`src/rtl/invaders_pkg.sv`:
```
// rtl/invaders_pkg.sv - grid geometry defaults, alive mask type and sequencer FSM states
package invaders_pkg;

  localparam int NUM_INVADERS_D      = 10;
  localparam int NUM_ROWS_D          = 3;
  localparam int OFFSET_D            = 100;
  localparam int INVADER_WIDTH_D     = 64;
  localparam int INVADER_HEIGHT_D    = 32;
  localparam int PROJECTILE_WIDTH_D  = 16;
  localparam int PROJECTILE_HEIGHT_D = 32;
  localparam int GRID_CELLS_D        = NUM_INVADERS_D * NUM_ROWS_D;

  localparam int COORD_W = 12;
  localparam int SUM_W   = 13;

  typedef logic [GRID_CELLS_D-1:0] alive_mask_t;

  typedef enum logic [1:0] {
    IDLE  = 2'd0,
    LATCH = 2'd1,
    SCAN  = 2'd2,
    DONE  = 2'd3
  } seq_state_t;

endpackage

```
`src/rtl/aabb_overlap.sv`:
```
// rtl/aabb_overlap.sv - combinational inclusive box-overlap test on 13-bit coordinates
module aabb_overlap
  import invaders_pkg::*;
#(
  parameter int A_W = PROJECTILE_WIDTH_D,
  parameter int A_H = PROJECTILE_HEIGHT_D,
  parameter int B_W = INVADER_WIDTH_D,
  parameter int B_H = INVADER_HEIGHT_D
) (
  input  logic [SUM_W-1:0] a_x,
  input  logic [SUM_W-1:0] a_y,
  input  logic [SUM_W-1:0] b_x,
  input  logic [SUM_W-1:0] b_y,
  output logic             overlap
);

  logic x_ov;
  logic y_ov;

  // Touching edges count as overlap on both axes.
  always_comb begin
    x_ov    = (a_x <= b_x + SUM_W'(B_W)) && (a_x + SUM_W'(A_W) >= b_x);
    y_ov    = (a_y <= b_y + SUM_W'(B_H)) && (a_y + SUM_W'(A_H) >= b_y);
    overlap = x_ov && y_ov;
  end

endmodule

```
`src/rtl/collision_sequencer.sv`:
```
// rtl/collision_sequencer.sv - per-frame bullet/invader collision scan, one grid cell per clock
module collision_sequencer
  import invaders_pkg::*;
#(
  parameter int NUM_INVADERS      = NUM_INVADERS_D,
  parameter int NUM_ROWS          = NUM_ROWS_D,
  parameter int OFFSET            = OFFSET_D,
  parameter int INVADER_WIDTH     = INVADER_WIDTH_D,
  parameter int INVADER_HEIGHT    = INVADER_HEIGHT_D,
  parameter int PROJECTILE_WIDTH  = PROJECTILE_WIDTH_D,
  parameter int PROJECTILE_HEIGHT = PROJECTILE_HEIGHT_D
) (
  input  logic                                          clk,
  input  logic                                          rst,
  input  logic                                          frame_start,
  input  logic                                          wave_reset,
  input  logic                                          bullet_active,
  input  logic [11:0]                                   projectile_xpos,
  input  logic [11:0]                                   projectile_ypos,
  input  logic [NUM_INVADERS*12-1:0]                    invader_x_positions,
  input  logic [9:0]                                    enemy_ypos,
  output logic [NUM_ROWS*NUM_INVADERS-1:0]              alive,
  output logic [$clog2(NUM_ROWS*NUM_INVADERS+1)-1:0]    alive_count,
  output logic                                          bullet_hit,
  output logic [$clog2(NUM_ROWS)-1:0]                   hit_row,
  output logic [$clog2(NUM_INVADERS)-1:0]               hit_col,
  output logic                                          scan_busy,
  output logic                                          scan_done,
  output logic                                          wave_cleared
);

  localparam int CELLS  = NUM_ROWS * NUM_INVADERS;
  localparam int CNT_W  = $clog2(CELLS + 1);
  localparam int ROW_W  = $clog2(NUM_ROWS);
  localparam int RCNT_W = $clog2(NUM_ROWS + 1);
  localparam int COL_W  = $clog2(NUM_INVADERS);
  localparam int IDX_W  = $clog2(CELLS);

  localparam logic [COL_W-1:0]  LAST_COL  = COL_W'(NUM_INVADERS - 1);
  localparam logic [RCNT_W-1:0] ROW_LIMIT = RCNT_W'(NUM_ROWS);

  seq_state_t state;
  seq_state_t state_next;

  logic [RCNT_W-1:0] row_q;
  logic [COL_W-1:0]  col_q;
  logic [11:0]       lat_px;
  logic [11:0]       lat_py;
  logic [9:0]        lat_ey;
  logic [11:0]       lat_ix [NUM_INVADERS];

  logic              in_grid;
  logic              overlap;
  logic              hit_now;
  logic [IDX_W-1:0]  cell_idx;
  logic [SUM_W-1:0]  row_y;
  logic [CELLS-1:0]  alive_next;
  logic [CNT_W-1:0]  count_next;

  // row_q runs one step past the last row: that flush cycle keeps a full
  // miss scan completing at a fixed CELLS+2 edges after frame_start.
  always_comb begin
    in_grid  = (row_q < ROW_LIMIT);
    cell_idx = IDX_W'(int'(row_q) * NUM_INVADERS + int'(col_q));
    row_y    = {3'b000, lat_ey} + SUM_W'(int'(row_q) * OFFSET);
  end

  aabb_overlap #(
    .A_W (PROJECTILE_WIDTH),
    .A_H (PROJECTILE_HEIGHT),
    .B_W (INVADER_WIDTH),
    .B_H (INVADER_HEIGHT)
  ) u_aabb (
    .a_x     ({1'b0, lat_px}),
    .a_y     ({1'b0, lat_py}),
    .b_x     ({1'b0, lat_ix[col_q]}),
    .b_y     (row_y),
    .overlap (overlap)
  );

  always_comb begin
    hit_now = (state == SCAN) && in_grid && alive[cell_idx] && overlap;
  end

  always_comb begin
    state_next = state;
    case (state)
      IDLE:    if (frame_start) state_next = bullet_active ? LATCH : DONE;
      LATCH:   state_next = SCAN;
      SCAN:    if (hit_now || !in_grid) state_next = DONE;
      DONE:    state_next = IDLE;
      default: state_next = IDLE;
    endcase
    if (wave_reset) state_next = IDLE;
  end

  always_comb begin
    alive_next = alive;
    if (wave_reset) begin
      alive_next = '1;
    end else if (hit_now) begin
      alive_next[cell_idx] = 1'b0;
    end
    count_next = '0;
    for (int i = 0; i < CELLS; i++) begin
      count_next = count_next + CNT_W'(alive_next[i]);
    end
  end

  always_ff @(posedge clk or negedge rst) begin
    if (!rst) begin
      state        <= IDLE;
      alive        <= '1;
      alive_count  <= CNT_W'(CELLS);
      wave_cleared <= 1'b0;
      bullet_hit   <= 1'b0;
      scan_busy    <= 1'b0;
      scan_done    <= 1'b0;
      hit_row      <= '0;
      hit_col      <= '0;
      row_q        <= '0;
      col_q        <= '0;
      lat_px       <= '0;
      lat_py       <= '0;
      lat_ey       <= '0;
      for (int i = 0; i < NUM_INVADERS; i++) lat_ix[i] <= '0;
    end else begin
      state        <= state_next;
      alive        <= alive_next;
      alive_count  <= count_next;
      wave_cleared <= (alive_next == '0);
      bullet_hit   <= hit_now && !wave_reset;
      scan_done    <= (state_next == DONE);
      scan_busy    <= (state_next == LATCH) || (state_next == SCAN);
      if (hit_now && !wave_reset) begin
        hit_row <= ROW_W'(row_q);
        hit_col <= col_q;
      end
      if (state == LATCH) begin
        row_q  <= '0;
        col_q  <= '0;
        lat_px <= projectile_xpos;
        lat_py <= projectile_ypos;
        lat_ey <= enemy_ypos;
        for (int i = 0; i < NUM_INVADERS; i++) lat_ix[i] <= invader_x_positions[i*12 +: 12];
      end else if (state == SCAN) begin
        if (col_q == LAST_COL) begin
          col_q <= '0;
          row_q <= row_q + 1'b1;
        end else begin
          col_q <= col_q + 1'b1;
        end
      end
    end
  end

endmodule

```
`config.mk`:
```
export PLATFORM = sky130hd
export DESIGN_NAME = collision_sequencer
export DESIGN_NICKNAME = d
export VERILOG_FILES = /design/src/rtl/invaders_pkg.sv /design/src/rtl/aabb_overlap.sv /design/src/rtl/collision_sequencer.sv
export SDC_FILE = /design/constraint.sdc
export NUM_CORES = 1
export LEC_CHECK = 0
export BUFFER_PORTS_ARGS = -buffer_cell sky130_fd_sc_hd__buf_2
export CAP_MARGIN = 5
export CORE_ASPECT_RATIO = 0.75
export CORE_MARGIN = 4
export CORE_UTILIZATION = 25
export DETAILED_ROUTE_END_ITERATION = 8
export PLACE_DENSITY = 0.52
export SLEW_MARGIN = 20
export SYNTH_ARGS = -nofsm -noshare
export SYNTH_HDL_FRONTEND = slang
export SYNTH_SLANG_ARGS = --single-unit
```
`constraint.sdc`:
```
create_clock -name clk -period 20.8 [get_ports clk]
set_input_delay 2.08 -clock clk [delete_from_list [all_inputs] [get_ports clk]]
set_output_delay 2.08 -clock clk [all_outputs]
set_load 0.03 [all_outputs]
```
=== Word level (Yosys, flattened, before mapping) ===
Cells that the tools add are included.

* Register bits after elaboration: 207
* Input bits: 159
* Output and inout bits: 45

* Add/subtract/negate cells: 37
* $mul: 2
* Magnitude comparators: 8
* Eq/ne operators: 7
* Mux-type cells: 20
* Bitwise logic cells: 3
* Reduce and logical (&&, ||, !) cells: 17

{| class="wikitable"
|+ Operators by type and width
! kind !! count
|-
| $add A5 B1 Y5 || 25
|-
| $mux W30 || 2
|-
| $bmux W12 S4 || 1
|-
| $and A30 B30 Y30 || 1
|-
| $logic_not A30 Y1 || 1
|-
| $not A30 Y30 || 1
|-
| $le A12 B13 Y1 || 2
|-
| $mux W12 || 2
|-
| $mux W2 || 7
|-
| $add A12 B5 Y13 const B || 1
|-
| $add A12 B6 Y13 const B || 1
|-
| $add A12 B7 Y13 const B || 1
|-
| $ge A13 B11 Y1 || 1
|-
| $ge A13 B12 Y1 || 1
|-
| $add A11 B6 Y12 const B || 1
|-
| $mux W4 || 3
|-
| $add A10 B9 Y11 || 1
|-
| $eq A2 B2 Y1 const B || 4
|-
| $logic_and A1 B1 Y1 || 8
|-
| $pmux W2 S4 || 1
|-
| $mul A2 B5 Y7 const B || 1
|-
| $lt A5 B6 Y1 const B || 1
|-
| $add A4 B1 Y5 || 1
|-
| $add A5 B4 Y5 || 1
|-
| 20 further kinds || 25
|}

=== Logic depth before layout (Yosys ltp) ===
* Word-level depth: 40
* Gate-level depth with buffers: 41

=== Modules after synthesis ===
A second synthesis with hierarchy kept.

* Cell total of the unflattened synthesis: 1011
* Area, all modules: 12151.7 um^2

{| class="wikitable"
|+ By module, submodules not included
! module !! times used !! cells an instance !! area an instance (um^2)
|-
| collision_sequencer || 1 || 818 || 10710.3
|-
| aabb_overlap || 1 || 193 || 1441.4
|}

=== Worst setup path after synthesis ===
Ideal clock, no wire load.

* Path type: reg-to-reg
* From: register row_q[1]
* To: register alive_count[4]
* Library setup time: 0.075 ns
* Data arrival time: 8.991 ns
* Data required time: 20.725 ns
* Setup slack: 11.733 ns
* Stages on the path, launching flop included: 40
* Buffers on the path: 1
* Period minus slack after synthesis: 9.067 ns
* Path through: dfrtp_1 -> ha_1 -> a21o_1 -> a31o_2 -> a21o_1 -> a21o_1 -> a21oi_1 -> xnor2_1 -> inv_1 -> o41a_1 -> ha_1 -> a21o_1 -> a21oi_1 -> o21ai_0 -> o31a_1 -> nor4b_1 -> nand4b_4 -> clkbuf_1 -> [4 not listed] -> inv_1 -> fa_1 -> inv_1 -> fa_1 -> inv_1 -> fa_1 -> inv_1 -> fa_1 -> inv_1 -> fa_1 -> inv_1 -> ha_1 -> inv_1 -> fa_1 -> inv_1 -> a21o_1 -> a21oi_1 -> xnor2_1

* Elaborated cells between the ends (all ways): 53
* Classes of those cells: 32 x add/sub; 2 x mul; 5 x order compare; 6 x mux; 2 x bitwise; 6 x reduce/logical

{| class="wikitable"
|+ RTL lines
! element !! RTL line !! text
|-
| start, declared || collision_sequencer.sv:45 || <nowiki>logic [RCNT_W-1:0] row_q;</nowiki>
|-
| start signal, assigned || collision_sequencer.sv:149 || <nowiki>row_q <= row_q + 1'b1;</nowiki>
|-
| branches (longest 8 deep; another with $le A12 B13 Y1) || -- ||
|-
| $mux W30 * || collision_sequencer.sv:101 || <nowiki>end else if (hit_now) begin</nowiki>
|-
| $mux W30 * || collision_sequencer.sv:99 || <nowiki>if (wave_reset) begin</nowiki>
|-
| net alive_next[15] || collision_sequencer.sv:57 || <nowiki>logic [CELLS-1:0] alive_next;</nowiki>
|-
| $add A5 B1 Y5 * (15 in series) || collision_sequencer.sv:106 || <nowiki>count_next = count_next + CNT_W'(alive_next[i]);</nowiki>
|-
| net count_next[4] || collision_sequencer.sv:58 || <nowiki>logic [CNT_W-1:0] count_next;</nowiki>
|-
| end signal, assigned || collision_sequencer.sv:114 || <nowiki>alive_count <= CNT_W'(CELLS);</nowiki>
|-
| end signal, assigned || collision_sequencer.sv:130 || <nowiki>alive_count <= count_next;</nowiki>
|-
| end, declared || collision_sequencer.sv:23 || <nowiki>output logic [$clog2(NUM_ROWS*NUM_INVADERS+1)-1:0] alive_count,</nowiki>
|}

Mark *: on every way through the listed nets, which the timed path passes. The select of a mux whose other input is x is not followed.
A chain may end at the register's enable or synchronous reset.

=== Worst setup path after layout ===
Ends and elaborated chain as after synthesis.

==> out/results.md <==
| Step | Quantity | This run |
|---|---|---|
| status | Result of the run | finished clean |
| critical path | Worst Setup End Kind | flop |
| timing | Worst setup skew after layout | 0.0106 ns |
| flow run | # Max-Cap Violations | 0 |
| clock tree | Number of gates resized after cts | 0 |
| synthesis | Cell taking the most area after synthesis | dfrtp_1 |
| timing | Final setup violation count | 0 |
| clock tree | CTS clk-pin slew, worst paths | 0.06 ns |
| critical path | Worst-path maximum fanout | 13 |
| critical path | Crit path buf inv count | 9 |
| min path | Hold WC Path Type | flop to flop |
| floorplan | Initial Utilization | 25.4% |
| critical path | CP startpoint kind | flop |
| timing | Final Cycle Share | 47.7% |
| finish | Ratio of cells with drive above 1 in the final layout | 42.9% |
| critical path | Arrival time at the worst endpoint | 10.41 ns |
| place | Worst-case setup slack after placement | 10.91 ns |
| finish | Number of nets in the layout | 1,388 |
| clock tree | Clock insertion delay at the later pin of the skew report | 0.55 ns |
| clock tree | Clock tree root buffer cell | clkbuf_16 |
| global route | Total global-route track usage | 13.2% |
| synthesis | Yosys top cell area share | 36.8% |
| power | Leak Pwr | 6.26 nW |
| route | First-pass iteration count of the detailed router | 5 |
| synthesis | EDFF count, synth | 0 |
| global route | Grt total ovfl | 0 |
| global route | Initial antenna violation count | 19 |
| timing | Hold Fails Final Rpt | 0 |
| timing | Transition time at the pin with the least slew margin | 1.01 ns |
| finish | Fill cells | 4,715 |
| finish | Post-route insts no fill | 1,789 |
| timing | Post-layout min period | 9.93 ns |
| critical path | Standard cell with the maximum stage delay on the critical path | nor4b_2 |
| finish | Final Cell Area | 14,400 um2 |
| route | Routed wire per std cell | 18.7 um |
| synthesis | Mapped cell area | 11,800 um2 |
| synthesis | Most used standard cells in the synthesized netlist | dfrtp_1 (173), mux2_2 (155), inv_1 (71) |
| route | Number of DRC violations after detailed-routing iteration 0 | 477 |
| floorplan | Chip Height | 196 um |
| floorplan | Core outline area | 46,200 um2 |
| floorplan | Boundary pin count | 204 |
| floorplan | Horizontal extent of the die | 258 um |
| floorplan | Total Die Area | 50,600 um2 |
| route | Post-route antenna net violation count | 0 |
| timing | Fin. max-slew vios | 0 |
| critical path | Worst Path Class, Setup | flop to flop |
| timing | Slew HR | 32.4% |
| synthesis | Syn_area_per_cell | 12.5 um2 |
| power | Worst IR Drop VDD | 0.0751 mV |
| route | Number of vias after detailed routing | 8,230 |
| place | Placed cell area | 13,500 um2 |
| timing | Final-layout setup total negative slack | 0 ns |
| route | Total length of routed wires | 33.5 mm |
| floorplan | Cell row count | 68 |
| timing | RSZ-0062 raised after global routing | no |
| global route | Global-route wire length before repair | 52.7 mm |
| clock tree | Clock buffers created by TritonCTS | 25 |
| route | Number of design rule violations left after detail routing | 0 |
| timing | Max Clk Rate | 101 MHz |
| clock tree | Clock tree from TritonCTS | done |
| global route | Pin count of the biggest net entering global routing | 102 |
| critical path | Top cell by count, worst path | inv_1 |
| route | Via density per instance | 4.60 |
| place | RePlAce Congestion | 0.904 |
| place | Number of placed instances with taps included | 1,739 |
| clock tree | Number of sinks on the clock net | 207 |
| critical path | CP delay by family, top | adder cells |
| clock tree | Number of hold buffers added after CTS | 0 |
| min path | Cell depth of the worst min-delay path | 1 |
| synthesis | Share of synthesized flip-flops with an asynchronous set or reset | 100% |
| synthesis | Post-Synthesis Net Count | 1,193 |
| synthesis | Synthesized netlist cell count | 941 |
| synthesis | Post-synth cell types | 68 |
| place | Port Buf Inserts | 203 |
| critical path | CP Depth | 38 |
| global route | Number of global-route vias before repair | 8,697 |
| clock tree | Maximum clock path buffer count | 3 |
| power | Power per standard cell area | 168 nW/um2 |
| synthesis | Sequential cell area fraction in the yosys report | 44.4% |
| clock tree | H-tree level count | 1 |
| synthesis | Register bit total from synthesis | 207 |
| finish | Growth of design area from synthesis to finish | 22.1% |
| critical path | Delay of the slowest cell on the worst path | 0.87 ns |
| timing | Post-layout worst setup margin | 10.87 ns |
| clock tree | Setup Buffers After CTS | 0 |
| synthesis | Dominant register cell in the synthesized netlist | dfrtp_1 |
| synthesis | Top cells by area, synth | dfrtp_1 (37%), mux2_2 (15%), dfstp_2 (7.6%) |
| power | Power, Total | 2.42 mW |
| critical path | R2R depth | 38 |
| critical path | Data required time at the worst endpoint | 21.28 ns |
| place | DP HPWL | 25.3 mm |
| synthesis | Synth warn | 0 |
| synthesis | Dominant cell by count in the synthesized netlist | dfrtp_1 |
-- worst paths after layout --
path	startpoint	endpoint	slack, ns
min in group asynchronous	rst	lat_ix[5]	1.55
min reg2reg	lat_ix[88]	lat_ix[88]	0.50
max in group asynchronous	rst	lat_ey[9]	17.31
max	row_q[1]	alive_count[4]	10.87
min	lat_ix[88]	lat_ix[88]	0.50
max reg2reg	row_q[1]	alive_count[4]	10.87
-- stage by stage --
stage	hold slack, ns	utilization (%)
finish	0.501	31.1
detailed placement	0.492	29.1
global route	0.520	31.1
global placement	0.487	29.1
floorplan	0.475	-
CTS	0.506	31.0
-- cell usage in the layout (no fill, tap or decap), drive strengths merged, types with 5 or more instances in the layout --
cell    Yosys  final
xnor2      18     18
o31ai       7      7
bufinv      0      5
ha         69     69
dfrtp     173    173
o22a       12     12
clkbuf     32     31
fa         24     24
nor2       27     27
or3         6      6
mux4       29     29
mux2i      32     32
nor2b       9      9
inv        72     75
clkinv      0      6
nand2      38     38
o22ai       7      7
mux2      155    155
nand4      11     11
nor3       10     10
nand2b      9      9
a21o       18     18
dfstp      34     34
a21oi      25     25
o21a        5      5
a21boi      7      7
o21ai      19     19
xor2       10     10
nand3      13     13
or2         8      8
buf        12    212
-- power breakdown --
group          leakage [nW]  total (mW)  internal (mW)  switching (mW)
sequential             2.42       0.714          0.576           0.139
clock                 0.436       0.477          0.290           0.186
combinational          3.40        1.23          0.589           0.637
-- sequential cells by signal, summed over array words and instances, names as in the netlist --
name / flops
alive_count: 5
hit_row: 2
lat_ey: 10
lat_px: 12
wave_cleared: 1
alive: 30
scan_busy: 1
state: 2
lat_ix: 120
col_q: 4
scan_done: 1
lat_py: 12
bullet_hit: 1
hit_col: 4
row_q: 2
-- layer usage --
| metal | track usage (%) | vias up | share of wire, % |
|---|---|---|---|
| met5 | 0 | - | 0.53 |
| met1 | 18.4 | 4092 | 46 |
| met4 | 3.16 | 28 | 2.7 |
| met2 | 19.8 | 242 | 43 |
| met3 | 4.61 | 82 | 8.1 |
| li1 | - | 3786 | - |
-- cell type report --
type	instances	area, um2	share of cell area (%)
multi-input combinational	618	6070	42.3
sequential	207	5230	36.4
timing repair buffer	212	1090	7.62
tap	630	788	5.49
clock buffer	31	658	4.59
inverter	72	270	1.88
clock inverter	15	231	1.61
antenna	4	10.0	0.0697
-- cells by family after synthesis --
logic type	count (synthesis)	share of synthesized area, %
mux	216	23.1
flops	207	44.4
simple gates	151	6.86
buf+inv	116	4.03
fa+ha+maj	93	11.4
xor+xnor	28	2.15
other cells	1	0.0319
compound gates	129	7.92
-- worst reg2reg max path, delay by kind of cell (launching register included) --
family | cells | cell delay, ns
flops | 1 | 0.60
fa+ha+maj | 10 | 3.98
buf+inv | 9 | 0.51
simple gates | 4 | 1.86
compound gates | 13 | 2.59
xor+xnor | 2 | 0.31
(Power assumes the default switching activity.)
